--- config.mk ---
export PLATFORM = sky130hd
export DESIGN_NAME = fpga_reset_sequencer
export DESIGN_NICKNAME = d
export VERILOG_FILES = /design/src/rtl/fpga_reset_sequencer.sv
export SDC_FILE = /design/constraint.sdc
export NUM_CORES = 1
export LEC_CHECK = 0
export ABC_CLOCK_PERIOD_IN_PS = 2400
export CAP_MARGIN = 20
export CORE_ASPECT_RATIO = 1.75
export CORE_UTILIZATION = 49
export CTS_CLUSTER_DIAMETER = 200
export CTS_CLUSTER_SIZE = 25
export DETAILED_ROUTE_END_ITERATION = 10
export PLACE_DENSITY = 0.73
export SYNTH_ARGS = -nofsm -noshare
export SYNTH_HDL_FRONTEND = slang
export SYNTH_SLANG_ARGS = --single-unit
--- constraint.sdc ---
create_clock -name clk_in -period 2.4 [get_ports clk_in]
set_input_delay 0.48 -clock clk_in [delete_from_list [all_inputs] [get_ports clk_in]]
set_output_delay 0.48 -clock clk_in [all_outputs]
set_load 0.05 [all_outputs]
--- src/rtl/fpga_reset_sequencer.sv ---
// Reset request sequencer ahead of fpga_clock_reset.
// Merges POR and host requests, enforces widths, waits on feedback.
module fpga_reset_sequencer #(
    parameter int MIN_RESET_CYCLES = 16,
    parameter int MIN_RUN_CYCLES   = 16,
    parameter int ACK_TIMEOUT      = 1024,
    parameter int SYNC_STAGES      = 2,
    parameter int CNT_W            = 16
) (
    input  logic             clk_in,
    input  logic             rst_in,
    input  logic             req_rst_in,
    input  logic             err_clr_in,
    input  logic             rst_fb_in,
    output logic             rst_out,
    output logic             busy,
    output logic             done,
    output logic             timeout_err,
    output logic [CNT_W-1:0] rst_count
);

    localparam int MAX_A = (MIN_RESET_CYCLES > MIN_RUN_CYCLES) ?
                           MIN_RESET_CYCLES : MIN_RUN_CYCLES;
    localparam int MAX_C = (MAX_A > ACK_TIMEOUT) ? MAX_A : ACK_TIMEOUT;
    localparam int CW    = $clog2(MAX_C + 1);

    localparam logic [CW-1:0] RST_LAST = CW'(MIN_RESET_CYCLES - 1);
    localparam logic [CW-1:0] RUN_LAST = CW'(MIN_RUN_CYCLES - 1);
    localparam logic [CW-1:0] TO_LAST  = CW'(ACK_TIMEOUT - 1);

    typedef enum logic [2:0] {
        RUN,
        ASSERT,
        WAIT_ASSERT_ACK,
        RELEASE,
        COOLDOWN
    } state_t;

    state_t                 state;
    logic [CW-1:0]          cnt;
    logic                   pending;
    logic [SYNC_STAGES-1:0] fb_sync;
    logic                   fb;

    assign fb = fb_sync[SYNC_STAGES-1];

    always_ff @(posedge clk_in or negedge rst_in) begin
        if (!rst_in) begin
            fb_sync <= '0;
        end else begin
            fb_sync <= {fb_sync[SYNC_STAGES-2:0], rst_fb_in};
        end
    end

    always_ff @(posedge clk_in or negedge rst_in) begin
        if (!rst_in) begin
            state       <= ASSERT;
            cnt         <= '0;
            pending     <= 1'b0;
            rst_out     <= 1'b0;
            busy        <= 1'b1;
            done        <= 1'b0;
            timeout_err <= 1'b0;
            rst_count   <= '0;
        end else begin
            done <= 1'b0;
            if (err_clr_in) begin
                timeout_err <= 1'b0;
            end
            unique case (state)
                RUN: begin
                    if (req_rst_in || pending) begin
                        state   <= ASSERT;
                        cnt     <= '0;
                        pending <= 1'b0;
                        rst_out <= 1'b0;
                        busy    <= 1'b1;
                    end
                end
                ASSERT: begin
                    if (cnt == RST_LAST) begin
                        state <= WAIT_ASSERT_ACK;
                        cnt   <= '0;
                    end else begin
                        cnt <= cnt + 1'b1;
                    end
                end
                WAIT_ASSERT_ACK: begin
                    // Release even on timeout so the system is never stuck.
                    if (!fb || cnt == TO_LAST) begin
                        state   <= RELEASE;
                        cnt     <= '0;
                        rst_out <= 1'b1;
                        if (fb) begin
                            timeout_err <= 1'b1;
                        end
                    end else begin
                        cnt <= cnt + 1'b1;
                    end
                end
                RELEASE: begin
                    if (req_rst_in) begin
                        pending <= 1'b1;
                    end
                    if (fb || cnt == TO_LAST) begin
                        state <= COOLDOWN;
                        cnt   <= '0;
                        if (!fb) begin
                            timeout_err <= 1'b1;
                        end
                    end else begin
                        cnt <= cnt + 1'b1;
                    end
                end
                COOLDOWN: begin
                    if (req_rst_in) begin
                        pending <= 1'b1;
                    end
                    if (cnt == RUN_LAST) begin
                        state <= RUN;
                        cnt   <= '0;
                        busy  <= 1'b0;
                        done  <= 1'b1;
                        if (rst_count != {CNT_W{1'b1}}) begin
                            rst_count <= rst_count + 1'b1;
                        end
                    end else begin
                        cnt <= cnt + 1'b1;
                    end
                end
                default: begin
                    state   <= ASSERT;
                    cnt     <= '0;
                    rst_out <= 1'b0;
                    busy    <= 1'b1;
                end
            endcase
        end
    end

endmodule

==> impl_metrics.toml, run 1 <==
[routing]
num_vias = 1573
drt_iter0_markers = 56
via_per_inst = 5.68
drt_pass1_iterations = 4
drc_errors = 0
drt_wl_total_mm = 4.10
drtAntennaViolNets = 0
wl_per_cell_um = 14.8

[timing]
hold_viol = 0
tightest_slew_ps = 606
setup_violations = 0
max_slew_margin_pct = 59.3
period_share_pct = 92.0
timing.fmax_mhz = 453
period_minus_slack_ps = 2210
tns_ps = 0
drv_slew = 0
skew_ps = 8.54
rsz0062_at_grt = "no"

[synth]
synthCells = 193
synth_top_area_share_pct = 46.5
synth_warnings = 0
synth_top_area_cell = "dfrtp_1"
synth_cell_types = 41
synth.avg_cell_area_um2 = 9.76
synth_area_mm2 = 0.00188
yosys-top-cells-area = "dfrtp_1 46%, xnor2_1 5.1%, nand3_1 4.2%, nand2_1 3.6%, o21ai_0 3.2%"
syn_nets = 200
synth.yosys.seq_area_share_pct = 49.3
yosys_register_bits = 37

[floorplan]
die_y_um = 84.0
ios = 25
dieArea_mm2 = 0.00411
core_mm2 = 0.00366
die_w_um = 48.9
rows = 29
start_util_pct = 51.4

[critical_path]
start_kind = "flop"
crit_top_cell = "or4_4"
critPathLaunch = "cnt[5]"
cp.arrival_ps = 2400
cp_data_required_time_ps = 2590
path_cells = "or4_4, or4_4, a2111oi_4, buf_4, nand4_1, xnor2_1"
slowest_stage = "or4_4"
end_kind = "flop"
r2r-start = "cnt[5]"
cp_slowest_stage_delay_ps = 540
crit_fanout = 5
critical_path_class = "reg2reg"

[placement]
place_inst = 269
dp_hpwl_mm = 3.02
placed_cell_area_mm2 = 0.00224
gp_congestion = 0.833
io_buffers = 24

[pwr]
vdd_drop_max_v = 0.000492
power_leakage_nw = 0.961
power_w = 0.00180
p_per_area_mw_per_mm2 = 769

[cells_and_area]
design_area_mm2 = 0.00234
area_delta_synth_final_pct = 24.0
nFillCells = 296
fin_cells = 277
register_area_um2 = 928
utilization_pct = 63.8
multi_input_area_um2 = 920
drive_gt1_share_pct = 13.9
antenna_cells = 0
fin_nets = 237

[worst_hold_path]
hold_path_class = "reg2reg"
hold_start = "fb_sync[0]"

[cts]
clock-sinks = 37
root_buffer = "clkbuf_8"
numCtsBuffers = 5
path_clk_slew_ps = 80
cts_max_level = 2
cts_buffer_depth = 2
hold_buffers = 0
clk_latency_ps = 300
cts_tree = "built"

[global_routing]
overflow = 0
grt_use_total_pct = 23.2
grt_pass1_vias = 1631
antenna_found_initial = 0
grt_pass1_wl_mm = 7.27
grt_max_degree = 38

[run]
drv_cap = 0

[outcome]
status = "finished clean"
## area by class of cell
type                            instances  share of cell area (%)
Clock buffer                            5                    2.94
Clock inverter                          3                   0.749
Inverter                               10                    1.61
Multi-Input combinational cell        143                    39.3
Sequential cell                        37                    39.7
Tap cell                               46                    2.46
Timing Repair Buffer                   33                    13.2
## critical path, delay by kind of cell, from the launching register on
| kind | cells | cell delay, ps |
|---|---|---|
| and+or+nand+nor | 3 | 1150 |
| xor gates and xnor gates | 1 | 140 |
| buffers and inverters | 1 | 200 |
| DFF | 1 | 380 |
| AOI/OAI and AO/OA | 1 | 240 |
## power breakdown
group          switching, W  internal (W)  total (W)
sequential        0.0000960      0.000693   0.000789
clock              0.000229      0.000200   0.000429
combinational      0.000346      0.000234   0.000580
total              0.000671       0.00113    0.00180
## cells in the mapped netlist, drive strengths merged
| cell type | count |
|---|---|
| inv | 10 |
| nor3b | 1 |
| a21oi | 9 |
| a2111oi | 1 |
| ha | 2 |
| nor4 | 4 |
| xor2 | 4 |
| dfrtp | 35 |
| o22a | 1 |
| and3 | 1 |
| nand3 | 16 |
| nor3 | 7 |
| o2bb2ai | 1 |
| o22ai | 2 |
| a22o | 4 |
| nand2 | 18 |
| and4b | 1 |
| nor2b | 3 |
| and2 | 2 |
| nand4b | 1 |
| o21ai | 12 |
| nand2b | 4 |
| a311oi | 1 |
| nor2 | 15 |
| clkbuf | 3 |
| and4 | 1 |
| a21o | 2 |
| a31oi | 2 |
| o21ba | 1 |
| mux2i | 2 |
| or3 | 1 |
| or2 | 1 |
| nand4 | 4 |
| mux2 | 4 |
| or4 | 3 |
| dfstp | 2 |
| a32o | 1 |
| xnor2 | 11 |
## layout by cell type, fill, tap and decap left out, types with 4 or more instances in the layout
master / n
nand2b_1: 4
inv_1: 10
nor2_1: 15
xnor2_1: 11
o21ai_0: 12
clkbuf_8: 5
nand2_1: 18
nor3_1: 7
mux2_2: 4
xor2_1: 4
buf_4: 9
dfrtp_1: 35
nand3_1: 16
nand4_1: 4
a21oi_1: 9
clkdlybuf4s50_1: 24
## layer usage
layer	global-route usage (%)	part of all wire [%]
met1	24.0	37
met2	43.2	57
met3	4.55	3.5
met4	10.7	2.4
met5	0	0
## sequential cells by signal, summed over array words and instances (netlist names)
signal and count:
rst_count 16, timeout_err 1, rst_out 1, state 3, fb_sync 2, pending 1
cnt 11, busy 1, done 1
## worst paths after layout
check,end,slack (ps),depth (start not counted)
worst max-delay path,rst_count[4],190,6
worst min-delay path,fb_sync[1],360,0
worst max register to register,rst_count[4],190,6
worst min register to register,fb_sync[1],360,0
max in group asynchronous,state[0],1450,2
min in group asynchronous,rst_count[14],600,2
## metrics by stage
stage               hold slack (ps)  setup slack, ps
floorplan                       184              152
global placement                332              221
detailed placement              349             73.7
CTS                             366             71.6
global route                    380             81.5
finish                          362              192
## logic make-up (layout without fill, tap and decap cells)
| kind of cell | Yosys count | after routing | synth area share, % |
|---|---|---|---|
| muxes | 6 | 6 | 3.45 |
| and+or+nand+nor | 83 | 83 | 22.8 |
| AOI/OAI and AO/OA | 37 | 37 | 13.5 |
| DFF | 37 | 37 | 49.3 |
| xor gates and xnor gates | 15 | 15 | 6.97 |
| adders and majority gates | 2 | 2 | 1.33 |
| buffers and inverters | 13 | 51 | 2.59 |
## what timing repair did
item                       in CTS  in global routing
setup buffers                   0                  0
resized for setup               0                  2
setup endpoints to repair       0                  7
No activity file was read; power rests on OpenSTA's default activity.
==> inputs of run 2 (changes only) <==
--- a/config.mk
+++ b/config.mk
@@ -5,11 +5,11 @@
 export SDC_FILE = /design/constraint.sdc
 export NUM_CORES = 1
 export LEC_CHECK = 0
-export ABC_CLOCK_PERIOD_IN_PS = 2400
+export ABC_CLOCK_PERIOD_IN_PS = 2000
 export CAP_MARGIN = 20
 export CORE_ASPECT_RATIO = 1.75
 export CORE_UTILIZATION = 49
-export CTS_CLUSTER_DIAMETER = 200
+export CTS_CLUSTER_DIAMETER = 40
 export CTS_CLUSTER_SIZE = 25
 export DETAILED_ROUTE_END_ITERATION = 10
 export PLACE_DENSITY = 0.73
==> constraint.sdc (replaced) <==
create_clock -name clk_in -period 2 [get_ports clk_in]
set_input_delay 0.4 -clock clk_in [delete_from_list [all_inputs] [get_ports clk_in]]
set_output_delay 0.4 -clock clk_in [all_outputs]
set_load 0.05 [all_outputs]
==> impl_metrics.toml, run 2 (synthesized netlist as in run 1, its figures left out) <==
[pwr]
vdd_drop_max_v = 0.000797
p_per_area_mw_per_mm2 = 932
power_leakage_nw = 1.11

[cells_and_area]
fin_cells = 296
mostFrequentLayoutCell = "dfrtp_1"
final_cell_mix = "31 x dfrtp_1, 29 x buf_4, 20 x clkdlybuf4s50_1, 18 x nand2_1"
nFillCells = 287
reg_top3 = "rst_count: 16 flops, cnt: 11 flops, state: 3 flops"
drive_gt1_share_pct = 22.8
area_delta_synth_final_pct = 33.0
regMostFlops = "rst_count"
antenna_cells = 0
largest_reg_flops = 16
utilization_pct = 68.4
fin_nets = 256

[routing]
wl_per_cell_um = 15.1
drt_wl_total_mm = 4.47
drtAntennaViolNets = 0
num_vias = 1684
drc_errors = 0
drt_pass1_iterations = 4
drt_iter0_markers = 42
via_per_inst = 5.69

[floorplan]
die_y_um = 84.0
rows = 29
ios = 25
dieArea_mm2 = 0.00411
core_mm2 = 0.00366
die_w_um = 48.9
start_util_pct = 51.4

[cts]
root_buffer = "clkbuf_8"
cts_tree = "built"
path_clk_slew_ps = 70
clock-sinks = 37
clk_latency_ps = 290
cts_max_level = 2
numCtsBuffers = 5
cts_buffer_depth = 2

[timing]
setup_violations = 6
skew_ps = 5.77
period_share_pct = 107
tightest_slew_ps = 506
tns_ps = -470
timing.fmax_mhz = 466
max_slew_margin_pct = 66.2
rsz0062_at_grt = "yes"
timing.hold.ws_ps = 349
drv_slew = 0
hold_viol = 0
period_minus_slack_ps = 2150
worst_slack_ps = -146

[placement]
dp_hpwl_mm = 3.42
gp_congestion = 0.816
place_inst = 287
io_buffers = 24

[critical_path]
end_kind = "flop"
path_delay_family = "simple AND/OR/NAND/NOR gates"
crit_fanout = 6
crit_top_cell = "or4_4"
cp_slowest_stage_delay_ps = 530
start_kind = "flop"
cp.arrival_ps = 2320
critical_path_class = "reg2reg"
path_cells = "or4_4, or4_4, a2111oi_4, buf_4, mux2_4"
crit_buf_inv = 1
cp_data_required_time_ps = 2180
slowest_stage = "or4_4"

[global_routing]
grt_max_degree = 38
grt_pass1_vias = 1794
antenna_found_initial = 0
grt_pass1_wl_mm = 7.67
overflow = 0
grt_use_total_pct = 24.6

[outcome]
violations = "setup timing"
status = "finished with violations"

[run]
drv_cap = 0

[worst_hold_path]
hold_path_class = "reg2reg"
[run 2: final timing paths]
check / start / endpoint / slack (ps) / cells after the start
hold reg to reg: fb_sync[0] / fb_sync[1] / 350 / 0
max in group asynchronous: rst_in / rst_count[3] / 1100 / 2
hold / removal: fb_sync[0] / fb_sync[1] / 350 / 0
setup reg to reg: cnt[8] / rst_count[1] / -150 / 5
min in group asynchronous: rst_in / rst_count[11] / 530 / 2
setup / recovery: cnt[8] / rst_count[1] / -150 / 5
[run 2: power by group]
group          total [W]  switching [W]  leakage, nW  internal (W)
logic           0.000885       0.000484        0.569      0.000401
registers       0.000912      0.0000797        0.491      0.000832
clock network   0.000539       0.000258       0.0455      0.000281
total            0.00234       0.000821         1.11       0.00151
[run 2: metal layers]
| layer | routed length, um | part of all wire (%) | GRT usage (%) |
|---|---|---|---|
| met5 | 0 | 0 | 0 |
| met2 | 2650 | 59 | 49.0 |
| met3 | 141 | 3.2 | 4.55 |
| met4 | 123 | 2.8 | 12.0 |
| met1 | 1560 | 35 | 22.3 |
[run 2: metrics by stage]
step | worst slack, ps | instance area, um2 | total power [W]
finish | -146 | 2510 | 0.00234
global route | -186 | 2510 | 0.00248
CTS | -228 | 2490 | 0.00232
detailed placement | -223 | 2380 | 0.00177
global placement | -195 | 2380 | 0.00172
floorplan | -228 | 1890 | 0.00145
[run 2: what timing repair did]
action / in CTS / in global routing
pin swaps: 6 / 5
gates resized for setup: 3 / 6
buffers inserted: 1 / 0
endpoints found under the setup margin: 10 / 21
endpoints found under the hold margin: 0 / 0
hold buffers: 0 / 0
[run 2: cell type report]
type / instances / area, um2 / area share [%]
Timing Repair Buffer: 52 / 455 / 18.2
Multi-Input combinational cell: 143 / 932 / 37.2
Tap cell: 46 / 57.6 / 2.30
Sequential cell: 37 / 933 / 37.2
Inverter: 10 / 37.5 / 1.50
Clock buffer: 8 / 90.1 / 3.59
==> inputs of run 3 (changes only) <==
--- a/config.mk
+++ b/config.mk
@@ -12,7 +12,9 @@
 export CTS_CLUSTER_DIAMETER = 40
 export CTS_CLUSTER_SIZE = 25
 export DETAILED_ROUTE_END_ITERATION = 10
+export GPL_TIMING_DRIVEN = 0
 export PLACE_DENSITY = 0.73
+export RECOVER_POWER = 25
 export SYNTH_ARGS = -nofsm -noshare
 export SYNTH_HDL_FRONTEND = slang
 export SYNTH_SLANG_ARGS = --single-unit
==> impl_metrics.toml, run 3 (synthesized netlist as in run 1, its figures left out) <==
[outcome]
status = "finished with violations"
violations = "setup timing"

[critical_path]
cp.arrival_ps = 2330
cp_slowest_stage_delay_ps = 540
slowest_stage = "or4_4"
crit_fanout = 6
end_kind = "flop"
path_cells = "or4_4, or4_4, a2111oi_4, buf_6, mux2_4"
cp_data_required_time_ps = 2180
critPathLaunch = "cnt[8]"
crit_buf_inv = 1
path_delay_family = "simple AND/OR/NAND/NOR gates"
critical_path_class = "reg2reg"
start_kind = "flop"
crit_top_cell = "or4_4"
r2r-start = "cnt[8]"

[timing]
timing.fmax_mhz = 464
worst_slack_ps = -156
tightest_slew_ps = 923
hold_viol = 0
tns_ps = -1140
max_slew_margin_pct = 38.5
rsz0062_at_grt = "yes"
period_minus_slack_ps = 2160
skew_ps = 6.74
drv_slew = 0
timing.hold.ws_ps = 236
setup_violations = 13
period_share_pct = 108

[global_routing]
overflow = 0
grt_pass1_vias = 1684
grt_use_total_pct = 23.3
antenna_found_initial = 0
grt_pass1_wl_mm = 7.33
grt_max_degree = 38

[floorplan]
ios = 25
die_w_um = 48.9
start_util_pct = 51.4
die_y_um = 84.0
rows = 29
core_mm2 = 0.00366
dieArea_mm2 = 0.00411

[cells_and_area]
nFillCells = 270
fin_nets = 249
regMostFlops = "rst_count"
drive_gt1_share_pct = 28.0
antenna_cells = 0
area_delta_synth_final_pct = 36.5
largest_reg_flops = 16
reg_top3 = "rst_count: 16 flops, cnt: 11 flops, state: 3 flops"
final_cell_mix = "29 x dfrtp_1, 19 x clkdlybuf4s50_1, 18 x nand2_1, 16 x buf_4"
mostFrequentLayoutCell = "dfrtp_1"
fin_cells = 289

[cts]
clk_latency_ps = 290
cts_tree = "built"
numCtsBuffers = 5
cts_buffer_depth = 2
path_clk_slew_ps = 70
hold_buffers = 0
root_buffer = "clkbuf_8"
cts_max_level = 2
clock-sinks = 37

[pwr]
p_per_area_mw_per_mm2 = 950
power_leakage_nw = 1.09
vdd_drop_max_v = 0.000940

[routing]
drt_iter0_markers = 51
via_per_inst = 5.87
drtAntennaViolNets = 0
drc_errors = 0
num_vias = 1696
wl_per_cell_um = 16.4
drt_pass1_iterations = 4
drt_wl_total_mm = 4.75

[placement]
place_inst = 264
gp_congestion = 0.817
io_buffers = 24
dp_hpwl_mm = 2.98
pre_cts_ws_ps = -368

[worst_hold_path]
hold_path_class = "in2async"

[run]
drv_cap = 0
-- run 3: routing by layer --
| metal | global-route usage, % | part of all wire (%) |
|---|---|---|
| met3 | 4.55 | 3.3 |
| met4 | 8.02 | 3.0 |
| met2 | 46.6 | 60 |
| met1 | 22.4 | 34 |
| met5 | 0 | 0 |
-- run 3: power by group --
group | switching [W] | internal, W
clock network | 0.000257 | 0.000241
logic | 0.000533 | 0.000458
registers | 0.000119 | 0.000833
total | 0.000910 | 0.00153
-- run 3: timing repair --
item,CTS,global route
buffers inserted,7,11
resized for setup,8,36
gates cloned,0,1
pin swaps,6,10
setup endpoints to repair,26,23
-- run 3: final cells by class --
type / instances / area [um2] / area share, %
inverter: 10 / 37.5 / 1.46
buffer: 1 / 11.3 / 0.438
sequential: 37 / 936 / 36.4
tap: 46 / 57.6 / 2.24
clock inverter: 2 / 10.0 / 0.389
multi-input combinational: 144 / 1060 / 41.2
clock buffer: 6 / 72.6 / 2.82
timing repair buffer: 43 / 387 / 15.0
-- run 3: path summary, 6_finish.rpt --
check | endpoint | slack, ps | cells past startpoint
hold reg to reg | fb_sync[1] | 350 | 0
hold / removal | state[1] | 240 | 1
min in group clk_in | fb_sync[1] | 350 | 0
setup / recovery | rst_count[1] | -160 | 5
max in group asynchronous | rst_count[6] | 1130 | 1
setup reg to reg | rst_count[1] | -160 | 5
-- run 3: per-stage QoR --
step                      area (um2)  utilization [%]  total power [W]
after detailed placement        2190             59.8          0.00164
after CTS                       2340             63.9          0.00216
final                           2570             70.2          0.00244
after global routing            2570             70.2          0.00260
after global placement          2190             59.8          0.00161
after floorplan                 1890                -          0.00145
-- run 3: worst register-to-register path, cell delays in order, from the launching register on --
cell and delay [ps]:
dfrtp_1 380, or4_4 540, or4_4 440, a2111oi_4 210, buf_6 180, mux2_4 300
